<file path="src/rtl/jump_branch_sequencer.sv">
`timescale 1ns/1ps
// jump_branch_sequencer
// Moore control sequencer for the fetch cycle plus the jr, jal and conditional
// branch instructions. Every strobe is decoded from the state register (and,
// in T1, from the memory wait counter), so outputs never depend on inputs
// except con_ff, which is sampled only in BR6.
module jump_branch_sequencer #(
    parameter int unsigned MEM_WAIT = 0,
    parameter logic [4:0]  OP_JR    = 5'b10011,
    parameter logic [4:0]  OP_JAL   = 5'b10100,
    parameter logic [4:0]  OP_BR    = 5'b10010,
    parameter bit          CONT     = 1'b0
) (
    input  logic       clk,
    input  logic       clr,
    input  logic       run,
    input  logic [4:0] opcode,
    input  logic       con_ff,
    output logic       PC_out,
    output logic       MAR_rd,
    output logic       Zlo_rd,
    output logic       IncPC,
    output logic       Zlo_out,
    output logic       PC_rd,
    output logic       Read,
    output logic       MDR_rd,
    output logic       MDR_out,
    output logic       IR_rd,
    output logic       Gra,
    output logic       R_out,
    output logic       Rin,
    output logic       CONin,
    output logic       Y_rd,
    output logic       C_out,
    output logic       lnk_sel,
    output logic       alu_add,
    output logic       busy,
    output logic       done,
    output logic       illegal,
    output logic [3:0] state
);

    typedef enum logic [3:0] {
        IDLE = 4'd0,
        T0   = 4'd1,
        T1   = 4'd2,
        T2   = 4'd3,
        DEC  = 4'd4,
        JR3  = 4'd5,
        JAL3 = 4'd6,
        JAL4 = 4'd7,
        BR3  = 4'd8,
        BR4  = 4'd9,
        BR5  = 4'd10,
        BR6  = 4'd11,
        ILL  = 4'd12,
        DONE = 4'd13
    } state_t;

    localparam logic [2:0] WAIT_INIT = MEM_WAIT[2:0];

    state_t     state_q, state_d;
    logic [2:0] wait_q, wait_d;

    assign state = state_q;

    // State and wait-counter registers; clr clears both immediately.
    always_ff @(posedge clk or negedge clr) begin
        if (!clr) begin
            state_q <= IDLE;
            wait_q  <= '0;
        end else begin
            state_q <= state_d;
            wait_q  <= wait_d;
        end
    end

    // Next-state and strobe decode from the current state.
    always_comb begin
        state_d = state_q;
        wait_d  = wait_q;
        PC_out  = 1'b0;
        MAR_rd  = 1'b0;
        Zlo_rd  = 1'b0;
        IncPC   = 1'b0;
        Zlo_out = 1'b0;
        PC_rd   = 1'b0;
        Read    = 1'b0;
        MDR_rd  = 1'b0;
        MDR_out = 1'b0;
        IR_rd   = 1'b0;
        Gra     = 1'b0;
        R_out   = 1'b0;
        Rin     = 1'b0;
        CONin   = 1'b0;
        Y_rd    = 1'b0;
        C_out   = 1'b0;
        lnk_sel = 1'b0;
        alu_add = 1'b0;
        done    = 1'b0;
        illegal = 1'b0;
        busy    = (state_q != IDLE);

        case (state_q)
            IDLE: begin
                if (run) state_d = T0;
            end
            T0: begin
                PC_out  = 1'b1;
                MAR_rd  = 1'b1;
                IncPC   = 1'b1;
                Zlo_rd  = 1'b1;
                wait_d  = WAIT_INIT;
                state_d = T1;
            end
            T1: begin
                Read   = 1'b1;
                MDR_rd = 1'b1;
                // Counter still holds its load value only on the first T1 cycle.
                if (wait_q == WAIT_INIT) begin
                    Zlo_out = 1'b1;
                    PC_rd   = 1'b1;
                end
                if (wait_q == 3'd0) state_d = T2;
                else                wait_d  = wait_q - 3'd1;
            end
            T2: begin
                MDR_out = 1'b1;
                IR_rd   = 1'b1;
                state_d = DEC;
            end
            DEC: begin
                if      (opcode == OP_JR)  state_d = JR3;
                else if (opcode == OP_JAL) state_d = JAL3;
                else if (opcode == OP_BR)  state_d = BR3;
                else                       state_d = ILL;
            end
            JR3: begin
                Gra     = 1'b1;
                R_out   = 1'b1;
                PC_rd   = 1'b1;
                state_d = DONE;
            end
            JAL3: begin
                PC_out  = 1'b1;
                Rin     = 1'b1;
                lnk_sel = 1'b1;
                state_d = JAL4;
            end
            JAL4: begin
                Gra     = 1'b1;
                R_out   = 1'b1;
                PC_rd   = 1'b1;
                state_d = DONE;
            end
            BR3: begin
                Gra     = 1'b1;
                R_out   = 1'b1;
                CONin   = 1'b1;
                state_d = BR4;
            end
            BR4: begin
                PC_out  = 1'b1;
                Y_rd    = 1'b1;
                state_d = BR5;
            end
            BR5: begin
                C_out   = 1'b1;
                alu_add = 1'b1;
                Zlo_rd  = 1'b1;
                state_d = BR6;
            end
            BR6: begin
                if (con_ff) begin
                    Zlo_out = 1'b1;
                    PC_rd   = 1'b1;
                end
                state_d = DONE;
            end
            ILL: begin
                illegal = 1'b1;
                state_d = DONE;
            end
            DONE: begin
                done    = 1'b1;
                state_d = (CONT && run) ? T0 : IDLE;
            end
            default: begin
                state_d = IDLE;
            end
        endcase
    end

endmodule
</file>
<file path="config.mk">
export PLATFORM = sky130hd
export DESIGN_NAME = jump_branch_sequencer
export DESIGN_NICKNAME = d
export VERILOG_FILES = /design/src/rtl/jump_branch_sequencer.sv
export SDC_FILE = /design/constraint.sdc
export NUM_CORES = 1
export LEC_CHECK = 0
export ABC_AREA = 1
export BUFFER_PORTS_ARGS = -buffer_cell sky130_fd_sc_hd__buf_4
export CORE_ASPECT_RATIO = 0.9
export CORE_MARGIN = 10
export CORE_UTILIZATION = 38
export CTS_CLUSTER_DIAMETER = 30
export DETAILED_ROUTE_END_ITERATION = 8
export PLACE_DENSITY = 0.83
export SLEW_MARGIN = 15
export SYNTH_ARGS = -nofsm -noshare
export SYNTH_HDL_FRONTEND = slang
export SYNTH_SLANG_ARGS = --single-unit
export TNS_END_PERCENT = 5
</file>
<file path="constraint.sdc">
create_clock -name clk -period 1.12 [get_ports clk]
set_clock_uncertainty 0.1 [all_clocks]
set_input_delay 0 -clock clk [delete_from_list [all_inputs] [get_ports clk]]
set_output_delay 0 -clock clk [all_outputs]
set_load 0.01 [all_outputs]
</file>
==> flow_metrics.env <==
export IMPL_dr_pass1_iters=4
export IMPL_final_hold_viol_count=1
export IMPL_port_buffers=33
export IMPL_cts_max_path_buffers=2
export IMPL_yosysSeqAreaShare_pct=28.2
export IMPL_syn_to_final_growth_pct=95.6
export IMPL_worstSetupPathType="register to register"
export IMPL_cts_tree="done"
export IMPL_dpl_cell_count=158
export IMPL_holdWs_ns=-0.0315
export IMPL_synth_seq_cells=7
export IMPL_irDropWorstVdd_uv=1730
export IMPL_crit_path_cell_trace="inv_4 > nand2_4 > nor2_4 > buf_4 > nand2_4 > nand3_1 > o21ai_1"
export IMPL_crit_family="flip-flops"
export IMPL_dp_hpwl_um=1830
export IMPL_cpMostUsedCell="nand2_4"
export IMPL_max_cap_violations=0
export IMPL_final_common_cell="buf_4"
export IMPL_total_leakage_power_nw=0.670
export IMPL_clk_root_buffer_cell="clkbuf_4"
export IMPL_n_antenna_cell=0
export IMPL_rsz0062_at_grt="true"
export IMPL_cts_buffers=3
export IMPL_start_kind="register"
export IMPL_worst_path_largest_cell_delay_ns=0.44
export IMPL_fp_row_count=13
export IMPL_num_vias=905
export IMPL_fin_area_sq_um=1210
export IMPL_insertion_delay_ns=0.25
export IMPL_grt_overflow_total=0
export IMPL_slew_headroom_pct=87.3
export IMPL_crit_fanout=6
export IMPL_final_cells=176
export IMPL_fin_crit_ns=1.43
export IMPL_syn_avg_cell_area_sq_um=6.67
export IMPL_fin_crit_sh_pct=128
export IMPL_grt_first_pass_wirelength_um=4370
export IMPL_dpl_cell_area_sq_um=972
export IMPL_avgRoutedWirePerCell_um=15.4
export IMPL_status="finished, violations left"
export IMPL_place_congestion=0.871
export IMPL_power_density_nw_per_um2=2750
export IMPL_finalSetupViolCount=31
export IMPL_vias_per_cell=5.14
export IMPL_tightest_slew_ns=0.188
export IMPL_cts_sinks=7
export IMPL_die_y_um=58.3
export IMPL_drt_iter0_markers=15
export IMPL_utilization_pct=81.1
export IMPL_die_w_um=62.6
export IMPL_final_nets=166
export IMPL_slew_viol_final=0
export IMPL_wl_um=2710
export IMPL_num_io_pins=34
export IMPL_setup_tns_ns=-7.00
export IMPL_cp_num_buf_inv=2
export IMPL_start_util_pct=41.5
export IMPL_dpl_worst_slack_ns=-0.216
export IMPL_hold_path_class="input pin to register"
export IMPL_syn_inst=93
export IMPL_cpMaxStageDelayCell="dfrtp_2"
export IMPL_antenna_found_initial=0
export IMPL_antenna_left=0
export IMPL_yosysUniqueCellTypes=20
export IMPL_syn_nets=104
export IMPL_die_area_sq_um=3650
export IMPL_layout_common_cells="buf_4 (52), nand2_1 (15), inv_1 (8), nand3_1 (8), nor2_2 (7)"
export IMPL_grt_util_all_layers_pct=15.0
export IMPL_drc=0
export IMPL_design_core_area_sq_um=1500
export IMPL_critPathRequiredTime_ns=1.15
export IMPL_cts_clk_slew_worst_paths_ns=0.05
export IMPL_violations="negative hold slack, negative setup slack"
export IMPL_fmax_ghz=0.698
export IMPL_htree_levels=1
export IMPL_drive_gt1_share_pct=59.7
export IMPL_cp_data_arrival_time_ns=1.46
export IMPL_grt_pass1_vias=972
export IMPL_grt_max_degree=8
export IMPL_yosys_warnings=0
export IMPL_layout_setup_ws_ns=-0.312
export IMPL_crit_path_end_kind="register"
export IMPL_synth_cell_area_sq_um=621
cells by family after synthesis:
family,Yosys count,synth area share (%)
and+or+nand+nor,53,40.7
buffers and inverters,21,17.7
AOI/OAI and AO/OA,9,7.86
DFF,7,28.2
adders and majority gates,2,4.03
xor gates and xnor gates,1,1.41
layout make-up:
class                      count  area, sq um
inverter                      14         60.1
sequential                     7          180
timing repair buffer          64          518
fill                         109          283
multi-input combinational     65          402
tap                           22         27.5
clock buffer                   4         26.3
path summary, 6_finish.rpt:
path,start,endpoint,slack (ns),depth (start not counted)
setup / recovery,state[3]$_DFFE_PN0P_,wait_q[0]$_DFFE_PN0P_,-0.31,7
max in group asynchronous,clr,state[2]$_DFFE_PN0P_,0.71,3
setup reg to reg,state[3]$_DFFE_PN0P_,wait_q[0]$_DFFE_PN0P_,-0.31,7
min in group asynchronous,clr,state[0]$_DFFE_PN0P_,0.08,3
hold reg to reg,wait_q[1]$_DFFE_PN0P_,wait_q[1]$_DFFE_PN0P_,0.50,2
hold / removal,opcode[3],state[2]$_DFFE_PN0P_,-0.03,5
tightest hold or removal path, stage by stage:
cell	delay (ns)
buf_4	0.09
nor2_1	0.05
inv_1	0.05
o31ai_1	0.05
nand2_1	0.05
sequential cells by signal (all words and copies together) (netlist names):
signal / count
wait_q: 3
state: 4
power breakdown:
part	leakage (nW)	internal [mW]	switching (mW)
logic	0.569	1.27	1.29
clock network	0.0150	0.136	0.0913
registers	0.0857	0.367	0.189
per-stage QoR:
stage | hold slack, ns | power (mW)
after global placement | -0.286 | 2.45
after CTS | -0.0303 | 3.17
after global routing | 0.00968 | 3.57
after floorplan | -0.396 | 1.55
final | -0.0315 | 3.34
after detailed placement | -0.285 | 2.53
routing by layer:
layer | track usage, % | up-vias | share of wire [%] | wire [um]
li1 | - | 417 | - | -
met5 | 0 | - | 0 | 0
met1 | 14.0 | 419 | 38 | 1030
met2 | 27.0 | 58 | 50 | 1370
met3 | 3.59 | 11 | 6.6 | 180
met4 | 14.0 | 0 | 4.8 | 131
cell usage after synthesis:
library cell / n / share of area (%)
nand4_1: 4 / 4.0
nand2_2: 1 / 1.0
ha_1: 2 / 4.0
nor3_1: 1 / 0.81
buf_4: 6 / 7.3
nor2_2: 1 / 1.0
inv_1: 13 / 7.9
dfrtp_1: 7 / 28
o22ai_1: 1 / 1.0
o31ai_1: 1 / 1.2
buf_6: 1 / 1.8
nand2_1: 18 / 11
xor2_1: 1 / 1.4
nand3_1: 12 / 9.7
nor2_4: 1 / 1.8
clkinv_2: 1 / 0.81
nand2_4: 2 / 3.6
a21oi_1: 1 / 0.81
nor2_1: 13 / 7.9
o21ai_0: 6 / 4.8
repair_timing:
item	CTS	global route
pin swaps	7	3
setup endpoints to repair	30	38
resized for setup	27	11
hold endpoints to repair	10	0
hold buffers	7	0
cloned	0	0
setup buffers	7	0
No activity file was read; power rests on OpenSTA's default activity.
